[config.mk]
export PLATFORM = sky130hd
export DESIGN_NAME = cla_pipe_adder
export DESIGN_NICKNAME = d
export VERILOG_FILES = /design/src/rtl/cla_pipe_adder.sv
export SDC_FILE = /design/constraint.sdc
export NUM_CORES = 1
export LEC_CHECK = 0
export BUFFER_PORTS_ARGS = -buffer_cell sky130_fd_sc_hd__clkbuf_2
export CAP_MARGIN = 10
export CORE_ASPECT_RATIO = 0.6
export CORE_MARGIN = 8
export CORE_UTILIZATION = 57
export CTS_CLUSTER_SIZE = 24
export DETAILED_ROUTE_END_ITERATION = 12
export PLACE_DENSITY = 0.79
export SKIP_LAST_GASP = 1
export SYNTH_ARGS = -nofsm -noshare
export SYNTH_HDL_FRONTEND = slang
export SYNTH_SLANG_ARGS = --single-unit
export TNS_END_PERCENT = 5
[constraint.sdc]
create_clock -name clk -period 2.3 [get_ports clk]
set_input_delay 0.23 -clock clk [delete_from_list [all_inputs] [get_ports clk]]
set_output_delay 0.23 -clock clk [all_outputs]
set_load 0.01 [all_outputs]
[src/rtl/cla_pipe_adder.sv]
// cla_pipe_adder
//
// Pipelined carry-lookahead adder/subtractor. The operands are cut into
// GROUP-bit lookahead groups and each group is resolved in its own pipeline
// stage, so the critical path is one group-wide lookahead no matter how wide
// WIDTH gets. The carry out of each group is registered and handed to the
// next stage together with the still-unconsumed upper operand slices (skew
// registers) and the sum bits resolved so far.
//
// Parameters
//   WIDTH   operand/sum width, a multiple of GROUP (minimum 2)
//   GROUP   bits per lookahead group (2 or 4)
//   STAGES  derived, WIDTH/GROUP; pipeline depth and latency
//
// Ports
//   clk        clock, all state changes on the rising edge
//   reset      synchronous, active-high; empties the pipeline
//   in_valid   operand beat present
//   in_ready   block accepts a beat this cycle
//   a, b       operands
//   cin        carry-in for add, ignored for subtract
//   sub        0: a+b+cin   1: a-b (a + ~b + 1)
//   out_valid  result beat present
//   out_ready  downstream takes the result
//   sum        result bits
//   cout       carry out of the MSB (for subtract, 1 = no borrow)
//   ovf        two's-complement overflow
//
// Handshake: a transfer happens on a rising edge where valid and ready are
// both 1. A producer holding valid=1 keeps its payload stable until the
// transfer. The whole pipeline shares one enable, en = !out_valid | out_ready,
// so a stalled output freezes every stage (bubbles included) and in_ready
// simply mirrors en. Results leave in acceptance order, none are dropped.

module cla_pipe_adder #(
    parameter int WIDTH = 16,
    parameter int GROUP = 4
) (
    input  logic             clk,
    input  logic             reset,
    input  logic             in_valid,
    output logic             in_ready,
    input  logic [WIDTH-1:0] a,
    input  logic [WIDTH-1:0] b,
    input  logic             cin,
    input  logic             sub,
    output logic             out_valid,
    input  logic             out_ready,
    output logic [WIDTH-1:0] sum,
    output logic             cout,
    output logic             ovf
);

    localparam int STAGES = WIDTH / GROUP;

    // Global pipeline enable: advance unless a result is stuck at the output.
    logic en;
    assign en       = ~out_valid | out_ready;
    assign in_ready = en;

    // Carry into every bit of a group, each written as a flat sum of
    // products of the group-local p/g and the incoming carry (no ripple).
    function automatic logic [GROUP-1:0] bit_carries(
        input logic [GROUP-1:0] p,
        input logic [GROUP-1:0] g,
        input logic             c0
    );
        logic [GROUP-1:0] c;
        logic             term;
        c = '0;
        for (int i = 0; i < GROUP; i++) begin
            term = c0;
            for (int j = 0; j < i; j++) begin
                term = term & p[j];
            end
            c[i] = term;
            for (int j = 0; j < i; j++) begin
                term = g[j];
                for (int m = j + 1; m < i; m++) begin
                    term = term & p[m];
                end
                c[i] = c[i] | term;
            end
        end
        return c;
    endfunction

    // Group generate: the group produces a carry out regardless of carry in.
    function automatic logic group_generate(
        input logic [GROUP-1:0] p,
        input logic [GROUP-1:0] g
    );
        logic gg;
        logic term;
        gg = 1'b0;
        for (int j = 0; j < GROUP; j++) begin
            term = g[j];
            for (int m = j + 1; m < GROUP; m++) begin
                term = term & p[m];
            end
            gg = gg | term;
        end
        return gg;
    endfunction

    genvar k;
    generate
        for (k = 0; k < STAGES; k++) begin : stg
            // Operand bits still to be consumed on entry to this stage, and
            // sum bits known after this stage.
            localparam int IN_W  = WIDTH - k * GROUP;
            localparam int SUM_W = (k + 1) * GROUP;

            logic [IN_W-1:0]  a_in;
            logic [IN_W-1:0]  b_in;
            logic             c_in;
            logic             v_in;
            logic [GROUP-1:0] p;
            logic [GROUP-1:0] g;
            logic [GROUP-1:0] c_bit;
            logic [GROUP-1:0] s_grp;
            logic             grp_p;
            logic             grp_g;
            logic             c_out;
            logic [SUM_W-1:0] s_nxt;

            logic             v_q;
            logic             c_q;
            logic [SUM_W-1:0] s_q;

            if (k == 0) begin : head
                // Subtract is a + ~b + 1: invert b and force the carry in.
                assign a_in  = a;
                assign b_in  = b ^ {WIDTH{sub}};
                assign c_in  = sub | cin;
                assign v_in  = in_valid;
                assign s_nxt = s_grp;
            end else begin : link
                assign a_in  = stg[k-1].skew.a_q;
                assign b_in  = stg[k-1].skew.b_q;
                assign c_in  = stg[k-1].c_q;
                assign v_in  = stg[k-1].v_q;
                assign s_nxt = {s_grp, stg[k-1].s_q};
            end

            // The group being resolved here always sits in the low bits of
            // the operand view because the skew registers drop consumed bits.
            assign p     = a_in[GROUP-1:0] ^ b_in[GROUP-1:0];
            assign g     = a_in[GROUP-1:0] & b_in[GROUP-1:0];
            assign c_bit = bit_carries(p, g, c_in);
            assign grp_p = &p;
            assign grp_g = group_generate(p, g);
            assign c_out = grp_g | (grp_p & c_in);
            assign s_grp = p ^ c_bit;

            // Payload only loads with a valid beat, so the last stage (the
            // output register) keeps its old result across bubbles.
            always_ff @(posedge clk) begin
                if (reset) begin
                    v_q <= 1'b0;
                    c_q <= 1'b0;
                    s_q <= '0;
                end else if (en) begin
                    v_q <= v_in;
                    if (v_in) begin
                        c_q <= c_out;
                        s_q <= s_nxt;
                    end
                end
            end

            if (k < STAGES - 1) begin : skew
                logic [IN_W-GROUP-1:0] a_q;
                logic [IN_W-GROUP-1:0] b_q;

                always_ff @(posedge clk) begin
                    if (reset) begin
                        a_q <= '0;
                        b_q <= '0;
                    end else if (en && v_in) begin
                        a_q <= a_in[IN_W-1:GROUP];
                        b_q <= b_in[IN_W-1:GROUP];
                    end
                end
            end

            if (k == STAGES - 1) begin : tail
                // This stage owns the MSB: overflow is carry-into-MSB xor
                // carry-out-of-MSB, registered alongside the sum.
                logic ovf_q;

                always_ff @(posedge clk) begin
                    if (reset) begin
                        ovf_q <= 1'b0;
                    end else if (en && v_in) begin
                        ovf_q <= c_bit[GROUP-1] ^ c_out;
                    end
                end
            end
        end
    endgenerate

    assign out_valid = stg[STAGES-1].v_q;
    assign sum       = stg[STAGES-1].s_q;
    assign cout      = stg[STAGES-1].c_q;
    assign ovf       = stg[STAGES-1].tail.ovf_q;

endmodule

==> implementation parameters, run 1 <==
Parameter                              Value

Place
  Number of instances in the placed design    636
  Half-perimeter wire length after detailed placement    slightly below 7000 µm
  Input/output buffers    57
  Routability Congestion    0.825

Clock tree
  Clock latency reported for the late side of the worst-skew pair    ~0.34 ns
  Root Buffer    clkbuf_16
  Longest Clk Path Bufs    2
  CTS tree    yes
  Count of clock tree sinks    slightly below 100
  Setup Buffers After CTS    0
  H-tree Lvls    3
  Clk pin slew, worst setup/hold paths    0.06 ns
  Number of buffers created by CTS    9
  Resize count post-CTS    0
  CTS hold repair buffers    0

Finish
  Highest-count cells in the layout ignoring fill and taps    nand2_1 (134), dfxtp_1 (97), a21oi_1 (74), clkbuf_2 (56), nor2_1 (28)
  Number of inserted filler cells in the final layout    631
  Relative area change from synthesis to final layout    14.1%
  Non-filler cells in the finished layout    652
  Utilization after layout    0.676
  Most common cell after layout, fill and taps aside    nand2_1
  Final antenna diode count    0
  Area occupied by registers    a little under 2000 µm²
  Final net count    605
  Multi-input combinational cell area    about 2100 µm²
  Fraction of final layout cells sized beyond drive strength 1    0.199

Global routing
  GRT overflow    0
  Pin count of the biggest net entering global routing    58
  Wire length of the first global-routing pass    15,600 µm
  Number of antenna violations at the first check in global routing    0
  Number of global-route vias before repair    3,445
  GRT Resource Usage Total    0.179

Critical path
  Critical path cell sequence    ha_1, ha_1, o21ai_0, a21oi_1, nor4b_1, a211o_1
  Reg2Reg Depth    6
  Endpoint type of the worst setup path    flop
  Crit path launch type    flop
  Max stage delay on crit path    0.42 ns
  Critical-path top delay cell    dfxtp_1
  Required arrival time at the worst endpoint    2.59 ns
  Crit path max fanout    3
  Most Frequent Cell on Critical Path    ha_1
  Worst setup path category    reg2reg
  Data arrival, critical path    2.03 ns

Detailed routing
  Average wire per standard cell    14.3 µm
  Detail-routed via count per cell    5.28
  DRT Pass-1 Iters    4
  Number of remaining DRC errors    0
  Remaining antenna violation count after routing    0
  Starting DRT DRC Count    approximately 180
  Number of vias in the routed layout    3,441
  Total Wirelength    9300 µm

STA
  Period minus WS final    1.74 ns
  Setup tns final    0 ns
  Worst slack on hold paths    between 0.1 and 0.15 ns
  Slew Limit Fails    0
  RSZ-0062 raised after global routing    no
  Portion of the clock cycle consumed by the worst path in the final layout    0.757
  Number of failing hold endpoints at the final stage    0
  Max Clk Rate    about 0.57 GHz
  Worst clock skew    0.00469 ns
  Actual transition at the worst max-transition pin    0.671 ns
  Worst slew margin relative to its limit    0.553
  # setup viols final    0

Logic synthesis
  Gate count of the mapped netlist    between 400 and 500
  Register area share after synthesis    0.449
  Synthesis-stage register bit count    97
  Post-Synthesis Net Count    about 560
  Post-synthesis cell type count    39
  Number of warning messages in the yosys log    0
  Synth Cell Area    ~4300 µm²
  Syn_area_per_cell    8.72 µm²

Hold path
  Hold WC Path Type    in2reg
  Worst hold stages    3

Die
  Die width    around 130 µm
  Total I/O pin count    58
  Initial core utilization    0.593
  Die area    10,700 µm²
  Floorplan die height    83.5 µm
  Rows    24
  Core region area    roughly 7300 µm²

Power and ir drop
  Static Leakage    slightly below 2 nW
  Power density over the cells    749 nW/µm²
  Maximum vdd drop    between 0.0004 and 0.0005 V

Run
  Max-capacitance violation count    0

Run status
  Run status    finished, final reports clean
-- cells in the mapped netlist --
cell	count	share of area
a2111oi_0	1	0.0020
a211o_1	3	0.0061
a211oi_1	1	0.0017
a211oi_2	17	0.049
a21o_1	2	0.0035
a21oi_1	74	0.086
a221oi_1	1	0.0020
a221oi_2	1	0.0035
a31o_2	1	0.0020
and2_1	3	0.0043
and2_4	1	0.0020
and3_1	1	0.0014
buf_1	3	0.0026
buf_2	13	0.015
buf_4	3	0.0052
buf_6	7	0.018
clkbuf_1	6	0.0052
dfxtp_1	97	0.45
fa_1	4	0.019
ha_1	20	0.058
inv_1	8	0.0069
inv_4	1	0.0014
nand2_1	134	0.12
nand2_2	2	0.0029
nand2b_1	3	0.0043
nand3b_1	8	0.014
nor2_1	28	0.024
nor2b_4	1	0.0032
nor3_1	4	0.0046
nor3b_1	3	0.0052
nor4b_1	3	0.0061
o211ai_1	1	0.0017
o21a_1	1	0.0017
o21ai_0	7	0.0081
o22a_1	1	0.0020
o31ai_1	3	0.0052
or2_2	3	0.0043
xnor2_1	19	0.038
xor2_1	7	0.014
-- state kept, by name, indices dropped and copies added, names as in the netlist --
register / cells
stg.s_q: 24
out_valid: 1
stg.v_q: 3
sum: 16
stg.skew.a_q: 24
stg.c_q: 3
ovf: 1
cout: 1
stg.skew.b_q: 24
-- metrics by stage --
step	area (µm²)	setup WS [ns]	total power, W
global route	4930	0.438	0.00384
detailed placement	4630	0.380	0.00220
finish	4930	0.560	0.00370
global placement	4630	0.462	0.00218
CTS	4930	0.581	0.00373
floorplan	4330	0.269	0.00210
-- worst max-delay path, delay by kind of cell, from the launching register on --
kind / cells / cell delay, ns
compound gates: 3 / 0.50
flops: 1 / 0.42
fa+ha+maj: 2 / 0.46
simple gates: 1 / 0.31
-- kinds of logic after synthesis --
kind of cell,Yosys count,share of synthesized area
and+or+nand+nor,194,0.193
adders and majority gates,24,0.0764
xor gates and xnor gates,26,0.0526
AOI/OAI and AO/OA,114,0.174
DFF,97,0.449
buffers and inverters,41,0.0547
-- report_power, final --
part	internal, W	leakage [nW]	switching (W)
sequential	0.00175	0.790	0.0000428
combinational	0.000160	1.04	0.000216
clock	0.000931	0.153	0.000601
total	0.00284	1.98	0.000860
-- per-layer routing --
metal  vias to the layer above  GRT usage  wire length (µm)
met5                         -          0                 0
met4                         0     0.0601               140
met3                        16     0.0593               409
met2                        58      0.293              4380
met1                      1610      0.215              4370
li1                       1757          -                 -
-- final timing paths --
path	start	to	slack [ns]
max reg2reg	stg[0].skew.b_q[0]$_SDFFE_PP0P_	stg[1].s_q[7]$_SDFFE_PP0P_	0.56
max	stg[0].skew.b_q[0]$_SDFFE_PP0P_	stg[1].s_q[7]$_SDFFE_PP0P_	0.56
min	a[14]	stg[0].skew.a_q[10]$_SDFFE_PP0P_	0.11
min reg2reg	stg[2].s_q[1]$_SDFFE_PP0P_	sum[1]$_SDFFE_PP0P_	0.45
-- area by class of cell --
| class | instances | area share |
|---|---|---|
| timing repair buffer | 68 | 0.0751 |
| clock buffer | 14 | 0.0555 |
| tap | 104 | 0.0264 |
| inverter | 9 | 0.00735 |
| sequential | 97 | 0.394 |
| multi-input combinational | 358 | 0.435 |
| clock inverter | 2 | 0.00710 |
Note: power is estimated with default switching activity, not from simulation.
==> inputs of run 2 (changes only) <==
clock period = 1.64 ns   (was 2.3 ns; I/O delays follow)
==> implementation parameters, run 2 (synthesis gave the netlist of run 1 again) <==
Parameter                              Value

Power and ir drop
  Static Leakage    2.09 nW (+5.6%)
  Power density over the cells    1020 nW/µm² (+36%)
  Power, Total    0.00527 W (+42%)
  Maximum vdd drop    0.000670 V (+49%)

Place
  Routability Congestion    0.820 (-0.61%)
  Input/output buffers    57 (unchanged)
  DP Worst Slack    -0.255 ns (-0.634 ns)
  Number of instances in the placed design    655 (+3.0%)
  Half-perimeter wire length after detailed placement    7340 µm (+7.6%)

STA
  Slew Limit Fails    0 (unchanged)
  Actual transition at the worst max-transition pin    0.475 ns (-0.195 ns)
  Worst clock skew    0.00547 ns (+0.000781 ns)
  Number of failing hold endpoints at the final stage    0 (unchanged)
  Final worst-path setup slack    0.0235 ns (-0.536 ns)
  Worst slew margin relative to its limit    0.683 (+0.130)
  Setup tns final    0 ns (unchanged)
  # setup viols final    0 (unchanged)
  Max Clk Rate    0.619 GHz (+7.6%)
  Portion of the clock cycle consumed by the worst path in the final layout    0.986 (+0.229)
  RSZ-0062 raised after global routing    yes
  Period minus WS final    1.62 ns (-0.124 ns)

Finish
  Number of inserted filler cells in the final layout    596 (-5.5%)
  Largest regs    stg.s_q x24, stg.skew.a_q x24, stg.skew.b_q x24
  Highest-count cells in the layout ignoring fill and taps    nand2_1 (134), dfxtp_1 (95), a21oi_1 (74), clkbuf_2 (56), buf_4 (30)
  Multi-input combinational cell area    2210 µm² (+2.9%)
  Most common cell after layout, fill and taps aside    nand2_1
  Final net count    625 (+3.3%)
  Fraction of final layout cells sized beyond drive strength 1    0.242 (+0.0427)
  Final antenna diode count    0 (unchanged)
  Relative area change from synthesis to final layout    19.8%
  Non-filler cells in the finished layout    671 (+2.9%)
  Area occupied by registers    1940 µm² (+0.13%)

Detailed routing
  Average wire per standard cell    14.7 µm (+3.0%)
  DRT Pass-1 Iters    4 (unchanged)
  Remaining antenna violation count after routing    0 (unchanged)
  Starting DRT DRC Count    221 (+21%)
  Number of vias in the routed layout    3,530 (+2.6%)
  Total Wirelength    9860 µm (+6.0%)
  Detail-routed via count per cell    5.26 (-0.32%)
  Number of remaining DRC errors    0 (unchanged)

Clock tree
  Clk pin slew, worst setup/hold paths    0.06 ns (about the same)
  Number of buffers created by CTS    9 (unchanged)
  Longest Clk Path Bufs    2 (unchanged)
  H-tree Lvls    3 (unchanged)
  Root Buffer    clkbuf_16
  CTS tree    yes
  Clock latency reported for the late side of the worst-skew pair    0.34 ns (about the same)
  Count of clock tree sinks    97 (unchanged)

Critical path
  Crit path max fanout    2 (-1)
  R2R Setup Slk    0.02 ns (-0.54 ns)
  Worst setup path category    reg2reg
  Crit path launch type    flop
  End of the worst register-to-register path    stg[1].s_q[7]$_SDFFE_PP0P_
  Start of the worst register-to-register path    stg[0].skew.a_q[0]$_SDFFE_PP0P_
  Data arrival, critical path    1.90 ns (-0.13 ns)
  Required arrival time at the worst endpoint    1.93 ns (-0.66 ns)
  Endpoint type of the worst setup path    flop
  Worst setup path startpoint    stg[0].skew.a_q[0]$_SDFFE_PP0P_
  Reg2Reg Depth    6 (unchanged)
  Worst setup endpoint    stg[1].s_q[7]$_SDFFE_PP0P_

Die
  Initial core utilization    0.593 (unchanged)
  Rows    24 (unchanged)
  Floorplan die height    83.5 µm (unchanged)
  Core region area    7300 µm² (unchanged)
  Die area    10,700 µm² (unchanged)
  Total I/O pin count    58 (unchanged)
  Die width    128 µm (unchanged)

Global routing
  GRT Resource Usage Total    0.187 (+0.00852)
  Pin count of the biggest net entering global routing    36 (-38%)
  Number of antenna violations at the first check in global routing    0 (unchanged)
  GRT overflow    0 (unchanged)
  Wire length of the first global-routing pass    16,500 µm (+5.6%)
  Number of global-route vias before repair    3,557 (+3.3%)

Run status
  Run status    finished, final reports clean

Hold path
  Worst hold stages    3 (unchanged)
  Hold WC Path Type    in2reg

Run
  Max-capacitance violation count    0 (unchanged)
-- run 2: worst max-delay path: stages (launching register included) --
cell and delay (ns):
dfxtp_1 0.31, ha_1 0.32, ha_1 0.20, o21ai_1 0.18, a21oi_1 0.12, nor4b_1 0.29
a211o_1 0.14
-- run 2: where the power goes --
group	leakage [nW]	switching, W	internal [W]
clock	0.158	0.000834	0.00134
sequential	0.791	0.0000555	0.00245
combinational	1.14	0.000328	0.000263
-- run 2: timing repair --
item | 4_1_cts | 5_1_grt
pin swaps | 0 | 3
gates resized for setup | 1 | 11
hold buffers | 0 | 0
endpoints found under the setup margin | 6 | 17
setup buffers | 0 | 1
-- run 2: per-layer routing --
layer | track usage | routed length, µm | vias up
li1 | - | - | 1784
met4 | 0.0461 | 105 | 0
met1 | 0.241 | 4540 | 1670
met3 | 0.0568 | 531 | 11
met5 | 0 | 0 | -
met2 | 0.298 | 4690 | 65
-- run 2: layout make-up --
type,count,area share
tap,104,0.0251
clock buffer,13,0.0541
inverter,9,0.00700
clock inverter,2,0.00676
sequential,97,0.375
timing repair buffer,88,0.105
multi-input combinational,358,0.426
-- run 2: per-stage QoR --
step                       util  instance area (µm²)  hold WS (ns)
after CTS                 0.701                 5110        0.0378
after detailed placement  0.658                 4800         0.398
after global placement    0.658                 4800         0.388
final                     0.710                 5180        0.0450
after floorplan               -                 4350         0.300
after global routing      0.710                 5180        0.0544
-- run 2: how the worst min path moves through the flow --
stage	start	to	slack, ns
floorplan	a[14]	stg[0].skew.a_q[10]$_SDFFE_PP0P_	0.30
global placement	a[11]	stg[0].skew.a_q[7]$_SDFFE_PP0P_	0.39
detailed placement	a[6]	stg[0].skew.a_q[2]$_SDFFE_PP0P_	0.40
CTS	a[6]	stg[0].skew.a_q[2]$_SDFFE_PP0P_	0.04
global route	a[13]	stg[0].skew.a_q[9]$_SDFFE_PP0P_	0.05
finish	a[12]	stg[0].skew.a_q[8]$_SDFFE_PP0P_	0.04
==> inputs of run 3 (changes only) <==
CORE_UTILIZATION = 59   (was 57)
CTS_BUF_LIST = sky130_fd_sc_hd__clkbuf_4   (was not set)
CTS_CLUSTER_SIZE = not set   (was 24)
PLACE_DENSITY = 0.81   (was 0.79)
==> implementation parameters, run 3 (synthesis gave the netlist of run 1 again) <==
Parameter                              Value

Power and ir drop
  Portion of total power attributed to combinational logic    0.142 (+0.030)
  Maximum vdd drop    0.000574 V (-14%)
  Clock Power Share    0.277 (-0.135)
  Power density over the cells    841 nW/µm² (-17%)
  Switching part of the total power    0.260 (+0.0287)
  Switching power summed over all nets    0.00112 W (-7.9%)
  Static Leakage    2.06 nW (-1.6%)
  Power, Total    0.00431 W (-18%)
  Part of the power in registers    0.581 (+0.105)
  Int Pwr    0.00319 W (-21%)

STA
  Period minus WS final    1.58 ns (-0.0345 ns)
  RSZ-0062 raised after global routing    yes
  Max Clk Rate    0.632 GHz (+2.2%)
  Worst slew margin relative to its limit    0.667 (-0.0156)
  Number of failing hold endpoints at the final stage    0 (unchanged)
  Actual transition at the worst max-transition pin    0.499 ns (+0.0234 ns)
  Slew Limit Fails    0 (unchanged)
  # setup viols final    0 (unchanged)
  Worst clock skew    0.0101 ns (+0.00466 ns)
  Portion of the clock cycle consumed by the worst path in the final layout    0.965 (-0.0211)

Hold path
  Hold WC Path Type    in2reg

Detailed routing
  DRT Pass-1 Iters    4 (unchanged)
  Average wire per standard cell    14.3 µm (-2.4%)
  Detail-routed via count per cell    5.33 (+1.3%)
  Number of vias in the routed layout    3,585 (+1.6%)
  Total Wirelength    9650 µm (-2.1%)
  Number of remaining DRC errors    0 (unchanged)
  Remaining antenna violation count after routing    0 (unchanged)
  Starting DRT DRC Count    220 (-0.45%)

Place
  Half-perimeter wire length after detailed placement    7070 µm (-3.7%)
  Routability Congestion    0.877 (+6.9%)
  Placed cell area    4780 µm² (-0.50%)
  Input/output buffers    57 (unchanged)

Global routing
  Wire length of the first global-routing pass    15,700 µm (-4.5%)
  GRT overflow    0 (unchanged)
  GRT Resource Usage Total    0.187 (about the same)
  Number of global-route vias before repair    3,581 (+0.67%)
  Number of antenna violations at the first check in global routing    0 (unchanged)
  Pin count of the biggest net entering global routing    39 (+8.3%)

Run status
  Run status    finished, final reports clean

Critical path
  Crit path launch type    flop
  Critical path cell sequence    ha_4, ha_2, or2_4, a31o_4, xnor2_2, o21ai_1
  Required arrival time at the worst endpoint    2.04 ns (+0.11 ns)
  Endpoint type of the worst setup path    flop
  Crit path max fanout    2 (unchanged)
  Max stage delay on crit path    0.40 ns (+0.08 ns)
  Worst setup path category    reg2reg
  Data arrival, critical path    1.98 ns (+0.08 ns)
  Critical-path top delay cell    dfxtp_1

Die
  Total I/O pin count    58 (unchanged)
  Die area    10,400 µm² (-2.9%)
  Core region area    7180 µm² (-1.6%)
  Rows    24 (unchanged)
  Initial core utilization    0.603 (+0.00992)
  Die width    127 µm (-1.5%)
  Floorplan die height    82.3 µm (-1.4%)

Finish
  Final Cell Area    5130 µm² (-0.94%)
  Fraction of final layout cells sized beyond drive strength 1    0.229 (-0.0131)
  Largest regs    stg.s_q x24, stg.skew.a_q x24, stg.skew.b_q x24
  Most common cell after layout, fill and taps aside    nand2_1
  Relative area change from synthesis to final layout    18.7%
  Final net count    639 (+2.2%)
  Utilization after layout    0.715 (+0.00508)
  Highest-count cells in the layout ignoring fill and taps    nand2_1 (134), dfxtp_1 (96), a21oi_1 (74), clkbuf_2 (56)
  Final antenna diode count    0 (unchanged)

Clock tree
  Root Buffer    clkbuf_4
  Number of buffers created by CTS    9 (unchanged)
  Clock latency reported for the late side of the worst-skew pair    0.45 ns (+0.11 ns)
  CTS tree    yes
  Setup Buffers After CTS    0 (unchanged)
  H-tree Lvls    3 (unchanged)
  Clk pin slew, worst setup/hold paths    0.13 ns (+0.07 ns)
  Count of clock tree sinks    97 (unchanged)
  Longest Clk Path Bufs    2 (unchanged)

Run
  Max-capacitance violation count    0 (unchanged)
[run 3: cell types whose count changed in the layout (fill, tap and decap cells not counted), sizes merged]
| cell | before | now |
|---|---|---|
| clkinv | 1 | 5 |
| clkbuf | 69 | 66 |
| buf | 32 | 30 |
| dlygate4sd3 | 0 | 16 |
[run 3: area by class of cell]
type / count / area (µm²)
well taps: 91 / 114
clock buffers: 10 / 75.1
fillers: 551 / 2040
inverters: 9 / 36.3
flip-flops and latches: 97 / 1940
multi-input cells: 358 / 2220
repair buffers: 102 / 691
clock inverters: 6 / 48.8
[run 3: worst max-delay path, delay by kind of cell, from the launching register on]
family	cells	cell delay, ns
flops	1	0.40
compound gates	2	0.40
xor+xnor	1	0.12
fa+ha+maj	2	0.37
simple gates	1	0.23
[run 3: what timing repair did]
action | 4_1_cts | 5_1_grt
hold endpoints to repair | 15 | 1
endpoints found under the setup margin | 5 | 10
cloned | 0 | 0
resized for setup | 4 | 11
pin swaps | 0 | 1
hold buffers | 15 | 1
[run 3: per-stage QoR]
| step | instances | TNS, ns | hold WS, ns | setup WS, ns |
|---|---|---|---|---|
| 6_report | 673 | 0 | 0.0194 | 0.0580 |
| 5_1_grt | 673 | -0.0445 | 0.000531 | -0.0167 |
| 4_1_cts | 672 | -0.127 | 0.00451 | -0.0545 |
| 3_5_place_dp | 641 | -0.419 | 0.396 | -0.159 |
| 3_3_place_gp | 641 | -0.0828 | 0.391 | -0.0566 |
| 2_1_floorplan | 496 | -0.194 | 0.300 | -0.144 |
[run 3: final timing paths]
path                                     endpoint  cells past startpoint  slack [ns]                             from
hold / removal    stg[0].skew.b_q[5]$_SDFFE_PP0P_                      3        0.02                             b[9]
hold reg to reg        stg[2].s_q[9]$_SDFFE_PP0P_                      2        0.46       stg[2].s_q[9]$_SDFFE_PP0P_
setup / recovery             sum[15]$_SDFFE_PP0P_                      6        0.06  stg[2].skew.b_q[0]$_SDFFE_PP0P_
setup reg to reg             sum[15]$_SDFFE_PP0P_                      6        0.06  stg[2].skew.b_q[0]$_SDFFE_PP0P_
[run 3: layer usage]
| metal | vias up | wire length, µm | track usage |
|---|---|---|---|
| li1 | 1814 | - | - |
| met1 | 1684 | 4310 | 0.216 |
| met2 | 75 | 4670 | 0.328 |
| met3 | 12 | 549 | 0.0673 |
| met4 | 0 | 122 | 0.0560 |
| met5 | - | 0 | 0 |
[run 3: power by group through the flow]
stage / clock [W] / sequential (W) / combinational (W)
floorplan: 0 / 0.00254 / 0.000413
detailed placement: 0 / 0.00256 / 0.000574
finish: 0.00120 / 0.00251 / 0.000613
CTS: 0.00121 / 0.00250 / 0.000606
global placement: 0 / 0.00255 / 0.000548
global route: 0.00132 / 0.00251 / 0.000674
